===== src/rtl/branch_resolve_unit.sv =====
`default_nettype none
// ============================================================================
// Module   : branch_resolve_unit
// Purpose  : Resolves conditional branches one cycle after the ALU, computes
//            the branch target, keeps a direct-mapped table of 2-bit
//            saturating counters for decode-time prediction, and issues a
//            registered redirect (PC + flush) whenever the resolved outcome
//            disagrees with the prediction carried down the pipe.
// Revision : 1.0 - initial release
// ============================================================================
module branch_resolve_unit #(
  parameter int WIDTH     = 32,
  parameter int IMM_W     = 16,
  parameter int PHT_DEPTH = 16,
  parameter int CNT_W     = 16
) (
  input  logic              clk,
  input  logic              reset,
  input  logic              dec_valid,
  input  logic              dec_is_branch,
  input  logic [WIDTH-1:0]  dec_pc,
  output logic              pred_taken,
  input  logic              ex_valid,
  input  logic [2:0]        ex_branch,
  input  logic              ex_zero,
  input  logic              ex_res_msb,
  input  logic [WIDTH-1:0]  ex_pc,
  input  logic [IMM_W-1:0]  ex_imm,
  input  logic              ex_pred_taken,
  input  logic              stall,
  output logic              redirect,
  output logic [WIDTH-1:0]  redirect_pc,
  output logic              ex_taken,
  output logic [CNT_W-1:0]  mispredict_count
);

  localparam int IDX_W = (PHT_DEPTH > 1) ? $clog2(PHT_DEPTH) : 1;

  typedef enum logic [0:0] {
    ST_IDLE = 1'b0,
    ST_FIRE = 1'b1
  } state_t;

  state_t            r_state;
  state_t            w_state_next;
  logic [1:0]        r_pht [PHT_DEPTH];
  logic [IDX_W-1:0]  w_dec_idx;
  logic [IDX_W-1:0]  w_ex_idx;
  logic              w_accept;
  logic              w_taken;
  logic              w_mispredict;
  logic [WIDTH-1:0]  w_offset;
  logic [WIDTH-1:0]  w_fallthrough;
  logic [WIDTH-1:0]  w_target;
  logic              w_unused_dec_pc;

  // Only the index bits of the decode PC select a counter.
  assign w_unused_dec_pc = ^dec_pc;

  assign w_dec_idx = dec_pc[IDX_W+1:2];
  assign w_ex_idx  = ex_pc[IDX_W+1:2];

  // Word offset scaled to bytes; narrow PCs simply drop the upper imm bits.
  generate
    if (WIDTH > IMM_W + 2) begin : g_sext
      assign w_offset = {{(WIDTH-IMM_W-2){ex_imm[IMM_W-1]}}, ex_imm, 2'b00};
    end else begin : g_trunc
      logic [IMM_W+1:0] w_full;
      assign w_full   = {ex_imm, 2'b00};
      assign w_offset = w_full[WIDTH-1:0];
    end
  endgenerate

  assign w_fallthrough = ex_pc + WIDTH'(4);
  assign w_target      = w_fallthrough + w_offset;

  // Prediction reads the table before any same-cycle update lands.
  assign pred_taken = dec_valid & dec_is_branch & r_pht[w_dec_idx][1];

  // Branch condition decode from the opcode LSBs and ALU flags.
  always_comb begin
    w_taken = 1'b0;
    if (ex_branch[2]) begin
      case (ex_branch[1:0])
        2'b00:   w_taken = ex_zero;
        2'b01:   w_taken = ~ex_zero;
        2'b10:   w_taken = ex_zero | ex_res_msb;
        default: w_taken = ~ex_zero & ~ex_res_msb;
      endcase
    end
  end

  assign w_accept     = ex_valid & ~stall & ex_branch[2];
  assign w_mispredict = w_accept & (w_taken != ex_pred_taken);

  // Counter table: saturating 2-bit update on every accepted branch.
  always_ff @(posedge clk or posedge reset) begin
    if (reset) begin
      for (int i = 0; i < PHT_DEPTH; i++) begin
        r_pht[i] <= 2'b01;
      end
    end else if (w_accept) begin
      if (w_taken) begin
        if (r_pht[w_ex_idx] != 2'b11) r_pht[w_ex_idx] <= r_pht[w_ex_idx] + 2'b01;
      end else begin
        if (r_pht[w_ex_idx] != 2'b00) r_pht[w_ex_idx] <= r_pht[w_ex_idx] - 2'b01;
      end
    end
  end

  // Redirect FSM state register; reset kills a pulse immediately.
  always_ff @(posedge clk or posedge reset) begin
    if (reset) r_state <= ST_IDLE;
    else       r_state <= w_state_next;
  end

  // Next state: every mispredicting accept (re)enters FIRE for one cycle.
  always_comb begin
    w_state_next = ST_IDLE;
    if (w_mispredict) w_state_next = ST_FIRE;
  end

  assign redirect = (r_state == ST_FIRE);

  // Corrected PC, resolved outcome and saturating mispredict count.
  always_ff @(posedge clk or posedge reset) begin
    if (reset) begin
      redirect_pc      <= '0;
      ex_taken         <= 1'b0;
      mispredict_count <= '0;
    end else begin
      if (w_accept) ex_taken <= w_taken;
      if (w_mispredict) begin
        redirect_pc <= w_taken ? w_target : w_fallthrough;
        if (~&mispredict_count) mispredict_count <= mispredict_count + CNT_W'(1);
      end
    end
  end

endmodule
`default_nettype wire


===== config.mk =====
export PLATFORM = sky130hd
export DESIGN_NAME = branch_resolve_unit
export DESIGN_NICKNAME = d
export VERILOG_FILES = /design/src/rtl/branch_resolve_unit.sv
export SDC_FILE = /design/constraint.sdc
export NUM_CORES = 1
export LEC_CHECK = 0
export ABC_CLOCK_PERIOD_IN_PS = 5900
export CORE_MARGIN = 2
export CORE_UTILIZATION = 39
export CTS_BUF_LIST = sky130_fd_sc_hd__clkbuf_4 sky130_fd_sc_hd__clkbuf_8 sky130_fd_sc_hd__clkbuf_16
export CTS_CLUSTER_SIZE = 20
export DETAILED_ROUTE_END_ITERATION = 6
export PLACE_DENSITY = 0.72
export SKIP_CTS_REPAIR_TIMING = 1
export SLEW_MARGIN = 25
export SYNTH_ARGS = -nofsm -noshare
export SYNTH_HDL_FRONTEND = slang
export SYNTH_SLANG_ARGS = --single-unit

===== constraint.sdc =====
create_clock -name clk -period 5.9 [get_ports clk]
set_input_delay 1.475 -clock clk [delete_from_list [all_inputs] [get_ports clk]]
set_output_delay 1.475 -clock clk [all_outputs]
set_load 0.01 [all_outputs]

======== Word-level counts from Yosys, hierarchy flattened ========
Cells that the tools add are included.
storage, ports and cells
  output and inout port bits .............. 51
  flip-flop bits (word level) ............. 82
  logic and storage cells ................. 70
cells by class
  muxes and demuxes ....................... 17
  $lt $le $gt $ge ......................... 3
  reduce and logical (&&, ||, !) cells .... 7
  bitwise operators ....................... 13
  equality and inequality tests ........... 5
  $add $sub $neg .......................... 5
operators by type and width
  operator                                                                number
  32-bit 2-to-1 mux                                                       4
  32-bit bitwise mux                                                      2
  32-bit by 3-bit adder with 32-bit output (second input constant)        1
  32-bit adder                                                            1
  16-bit by 1-bit adder with 16-bit output (second input constant)        1
  2-bit binary-select mux with 4-bit select                               2
  16-bit AND reduction                                                    1
  5-bit >= comparator (second input constant)                             2
  2-bit 2-to-1 mux                                                        5
  4-bit NOT with 5-bit output                                             2
  2-bit demux with 4-bit select                                           1
  1-bit AND                                                               6
  5-bit by 1-bit < comparator with 1-bit output (second input constant)   1
  1-bit NOT                                                               4
  2-bit nonzero test                                                      2
  1-bit one-hot mux with 3 select lines                                   1
  3-bit AND reduction                                                     1
  2-bit by 1-bit adder with 2-bit output (second input constant)          1
  2-bit by 1-bit equality test with 1-bit output (second input constant)  1
  2-bit equality test (second input constant)                             1
  2-bit logical NOT                                                       1
  1-bit 2-to-1 mux                                                        2
  2-bit by 1-bit != test with 1-bit output (second input constant)        1
  2-bit != test (second input constant)                                   1
  5 further kinds                                                         5

======== Logic depth before layout (Yosys ltp) ========
  word-level depth ........................ 8
  gate-level depth with buffers ........... 19

======== Worst setup path after synthesis ========
Ideal clock, no wire load.
  path kind ............................... input-to-reg
  start point ............................. input ex_pc[5]
  end point ............................... register redirect_pc[31]
  buffers on the path ..................... 1
  stages .................................. 16
  data required time ...................... 5770 ps
  slack ................................... 1282 ps
  arrival ................................. 4489 ps
  path through ............................ buf_4 -> nand3_2 -> nor2_1 -> nand2_1 -> nor2_1 -> nand4_1 -> nor2_1 -> nand3_1 -> xnor2_1 -> ha_1 -> a21o_1 -> a21o_1 -> or4b_2 -> o211ai_1 -> xnor2_1 -> o21ai_1
between the ends
  word-level cells in the longest chain between the ends .. 3
ends and longest elaborated chain
  item                                          line  text
  start, declared                               27    input logic [WIDTH-1:0] ex_pc,
  32-bit by 3-bit adder with 32-bit output (*)  74    assign w_fallthrough = ex_pc + WIDTH'(4);
  32-bit adder                                  75    assign w_target = w_fallthrough + w_offset;
  32-bit 2-to-1 mux (*)                         134   redirect_pc <= w_taken ? w_target : w_fallthrough;
  end signal, assigned                          134
  end, declared                                 32    output logic [WIDTH-1:0] redirect_pc,
Mark *: on every way between the ends. The rest lies on a longest branch, timed or not.
A chain may end at the register's enable or synchronous reset.

======== Worst setup path after layout ========
  start point ............................. input ex_pc[2]
  end point ............................... register redirect_pc[31]
Same word-level chain as after synthesis.

==> impl_summary.log <==
INFO  metric status = completed
INFO  metric die-height = 129 microns
INFO  metric timing.final.crit_share = 91.0%
INFO  metric layout_min_cycle_time = approximately 5400 ps
INFO  metric worstPathMaxFanout = 6
INFO  metric met2WireLength = 7690 microns
INFO  metric floorplan.initialDensity = between 30% and 40%
INFO  metric slew_viol_final = 0
INFO  metric final-setup-viol-count = 0
INFO  metric globalRouteOverflowTotal = 0
INFO  metric synth_top_area_share = between 20% and 30%
INFO  metric critical_path.reg2reg.endpoint = r_pht[31]
INFO  metric groute.usage.overall = between 10% and 20%
INFO  metric drt_wl_total = roughly 16000 microns
INFO  metric drtIter0Drc = between 300 and 400
INFO  metric fp.dieArea = around 17000 sq um
INFO  metric max-cap-violations = 0
INFO  metric vias = between 5000 and 6000
INFO  metric critical_path_arrival = 5590 ps
INFO  metric netlist_top_cells_area = sky130_fd_sc_hd__dfrtp_1, sky130_fd_sc_hd__ha_1, sky130_fd_sc_hd__dfstp_2
INFO  metric synth_area = between 6000 and 7000 sq um
INFO  metric dpl.hpwl = around 12000 microns
INFO  metric numCtsBuffers = 9
INFO  metric cell_internal_pwr = around 1.4 mW
INFO  metric ir_drop = 124 uV
INFO  metric clock_tree.buffer_depth = 2
INFO  metric nets = 927
INFO  metric reg2regPathDepth = 9
INFO  metric route.antenna.remaining_nets = 0
INFO  metric drive_gt1_share = 12.5%
INFO  metric dr_wl_cell = ~16 microns
INFO  metric clock_power_share = between 30% and 40%
INFO  metric post_synth_most_frequent_cells = sky130_fd_sc_hd__nand2_1, sky130_fd_sc_hd__dfrtp_1, sky130_fd_sc_hd__xnor2_1, sky130_fd_sc_hd__a21oi_1, sky130_fd_sc_hd__nor2_1
INFO  metric level_count_of_the_clock_h_tree = 3
INFO  metric drc = 0
INFO  metric synthDistinctLibCells = between 60 and 70
INFO  metric num_antenna_cells = 0
INFO  metric yosysSeqAreaShare = ~34%
INFO  metric first_pass_iters = 5
INFO  metric worstSetupStartpointType = input port
INFO  metric power_switching_share = approximately a third
INFO  metric clk_root_buffer_cell = sky130_fd_sc_hd__clkbuf_16
INFO  metric route.detailed.vias_per_inst = between 5 and 6
INFO  metric slowest_delay = 600 ps
INFO  metric met3_wl_post_dr = around 670 microns
INFO  metric area_delta_synth_final = 28.7%
INFO  metric r2r_setup_slack = 2870 ps
INFO  metric coreArea = around 15000 sq um
INFO  metric actual_transition_at_the_worst_max_transition_pin = just over 900 ps
INFO  metric yosysWarningCount = 0
INFO  metric pwr_density_cell = between 200 and 300 nW/um^2
INFO  metric grt_first_pass_wirelength = approximately 26000 microns
INFO  metric crit_slowest_cell = sky130_fd_sc_hd__or4b_2
INFO  metric clock-sinks = 82
INFO  metric clkLatencyLatePin = approximately 350 ps
INFO  metric maxUsedRoutingLayer = met4
INFO  metric portBuffers = ~110
INFO  metric pin_count_of_the_biggest_net_entering_global_routing = 53
INFO  metric required = approximately 6000 ps
INFO  metric number_of_enable_type_register_cells_in_the_synthesized_netlist = 0
INFO  metric synth_async_sr_flop_share = 100%
INFO  metric critPathMostFrequentCell = sky130_fd_sc_hd__nor2_1
INFO  metric postSynthRegisterBits = 82
INFO  metric hold_path_depth = 2
INFO  metric fmax = 186 MHz
INFO  metric cts_tree = done
INFO  metric antenna_violations_before_repair = 0
INFO  metric grt_pass1_vias = between 5000 and 6000
INFO  metric clock-skew-final = roughly 5.8 ps
INFO  metric cellLeakagePower = ~3.4 nW
INFO  metric cp-end-kind = register
INFO  metric synthesis.instances = approximately 680
INFO  metric critical_path_cell_by_cell = clkdlybuf4s50_1, ha_1, nand2_1, nor2_1, nand2_1, nor2_1, nand4_1, nor2_1, nand3_1, xnor2_1, ha_1, a21o_1, a21o_1, or4b_2, o211ai_1, xnor2_1, o21ai_1
INFO  metric worstHoldPathType = register to register
INFO  metric synth.net_count = just over 800
INFO  metric worst_setup_hold_path_clk_slew = roughly 70 ps
INFO  metric fin_total_pwr = roughly 2.1 mW
INFO  metric synth_top_cell_by_area = sky130_fd_sc_hd__dfrtp_1
INFO  metric yosysMostFrequentCell = sky130_fd_sc_hd__nand2_1
INFO  metric floorplan_row_count = 45
INFO  metric final.fill_count = 1416
INFO  metric finalSetupTns = 0 ps
INFO  metric io_pins = 143
INFO  metric p_comb_share = between 30% and 40%
INFO  metric timing.setup.critical_path_class = input port to register
INFO  metric share_seq_of_total_power = approximately 37%
INFO  metric synth_flop_cell = sky130_fd_sc_hd__dfrtp_1
INFO  metric dieWidth = between 100 and 150 microns
INFO  metric wirelength_met1 = just over 7000 microns
INFO  metric finalWeightedCongestion = slightly below 0.9
INFO  metric synthesis.area_per_instance = approximately 9 sq um
INFO  metric net-switching-power = ~0.66 mW
INFO  metric relSlewSlack = a little under two fifths
INFO  metric hold_viol = 0
INFO  metric rsz0062_at_grt = no
## cells by family after synthesis
| group | Yosys count | synth area share (%) |
|---|---|---|
| xor+xnor | 67 | 9.63 |
| fa+ha+maj | 43 | 8.96 |
| compound gates | 153 | 15.3 |
| mux | 37 | 9.35 |
| simple gates | 250 | 19.6 |
| buf+inv | 43 | 3.08 |
| flops | 82 | 34.0 |
## per-layer routing
metal	up-vias	global-route usage (%)
li1	2642	-
met1	2556	26.4
met2	134	33.3
met3	16	2.54
met4	0	6.33
met5	-	0
## placed cells by master (no fill, tap or decap), types with 5 or more instances in the layout
cell	instances
sky130_fd_sc_hd__clkdlybuf4s50_1	114
sky130_fd_sc_hd__nand2_1	103
sky130_fd_sc_hd__dfrtp_1	66
sky130_fd_sc_hd__xnor2_1	48
sky130_fd_sc_hd__a21oi_1	47
sky130_fd_sc_hd__nor2_1	44
sky130_fd_sc_hd__o21ai_0	43
sky130_fd_sc_hd__ha_1	42
sky130_fd_sc_hd__nand3_1	31
sky130_fd_sc_hd__mux2_2	19
sky130_fd_sc_hd__xor2_1	19
sky130_fd_sc_hd__a21o_1	16
sky130_fd_sc_hd__dfstp_2	16
sky130_fd_sc_hd__buf_4	16
sky130_fd_sc_hd__inv_1	15
sky130_fd_sc_hd__mux4_2	14
sky130_fd_sc_hd__and3_1	14
sky130_fd_sc_hd__nand4_1	13
sky130_fd_sc_hd__clkbuf_16	9
sky130_fd_sc_hd__a31oi_1	8
sky130_fd_sc_hd__nor3_1	8
sky130_fd_sc_hd__nor2b_1	7
sky130_fd_sc_hd__and2_1	5
sky130_fd_sc_hd__o21a_1	5
sky130_fd_sc_hd__o22ai_1	5
## cell type report
type                       count  area (sq um)  area share, %
clock buffer                   9           225           2.87
timing repair buffer         130          1260           16.1
sequential                    82          2070           26.4
inverter                      19          75.1          0.958
multi-input combinational    550          3830           48.9
tap                          211           264           3.37
clock inverter                 7           105           1.34
## how the worst max path moves through the flow
stage              from              end  slack, ps  depth (start not counted)
2_1_floorplan  ex_pc[5]  redirect_pc[31]       1280                         16
3_3_place_gp   ex_pc[2]  redirect_pc[31]        140                         17
3_5_place_dp   ex_pc[2]  redirect_pc[31]        150                         17
4_1_cts        ex_pc[2]  redirect_pc[31]        490                         17
5_1_grt        ex_pc[8]  redirect_pc[31]        220                         16
6_report       ex_pc[2]  redirect_pc[31]        530                         17
## power groups by stage
stage | clock network [mW] | logic [mW] | registers [mW]
after floorplan | 0 | 0.352 | 0.787
after global placement | 0 | 0.681 | 0.768
after detailed placement | 0 | 0.689 | 0.771
after CTS | 0.651 | 0.693 | 0.761
after global routing | 0.670 | 0.761 | 0.775
final | 0.635 | 0.689 | 0.759
## metrics by stage
stage          utilization, %  worst slack (ps)  cells  cell area [sq um]  hold slack [ps]
3_5_place_dp             49.2               146    992               7510              470
4_1_cts                  51.4               491   1008               7840              480
6_report                 51.4               530   1008               7840              476
3_3_place_gp             49.2               137    992               7510              462
2_1_floorplan               -              1280    675               6090              456
5_1_grt                  51.4               223   1008               7840              500
## worst max-delay path, delay by kind of cell
kind,cells,cell delay [ps]
and+or+nand+nor,8,1880
AOI/OAI and AO/OA,4,690
adders and majority gates,2,650
buffers and inverters,1,510
xor gates and xnor gates,2,380
No activity file was read; power rests on OpenSTA's default activity.
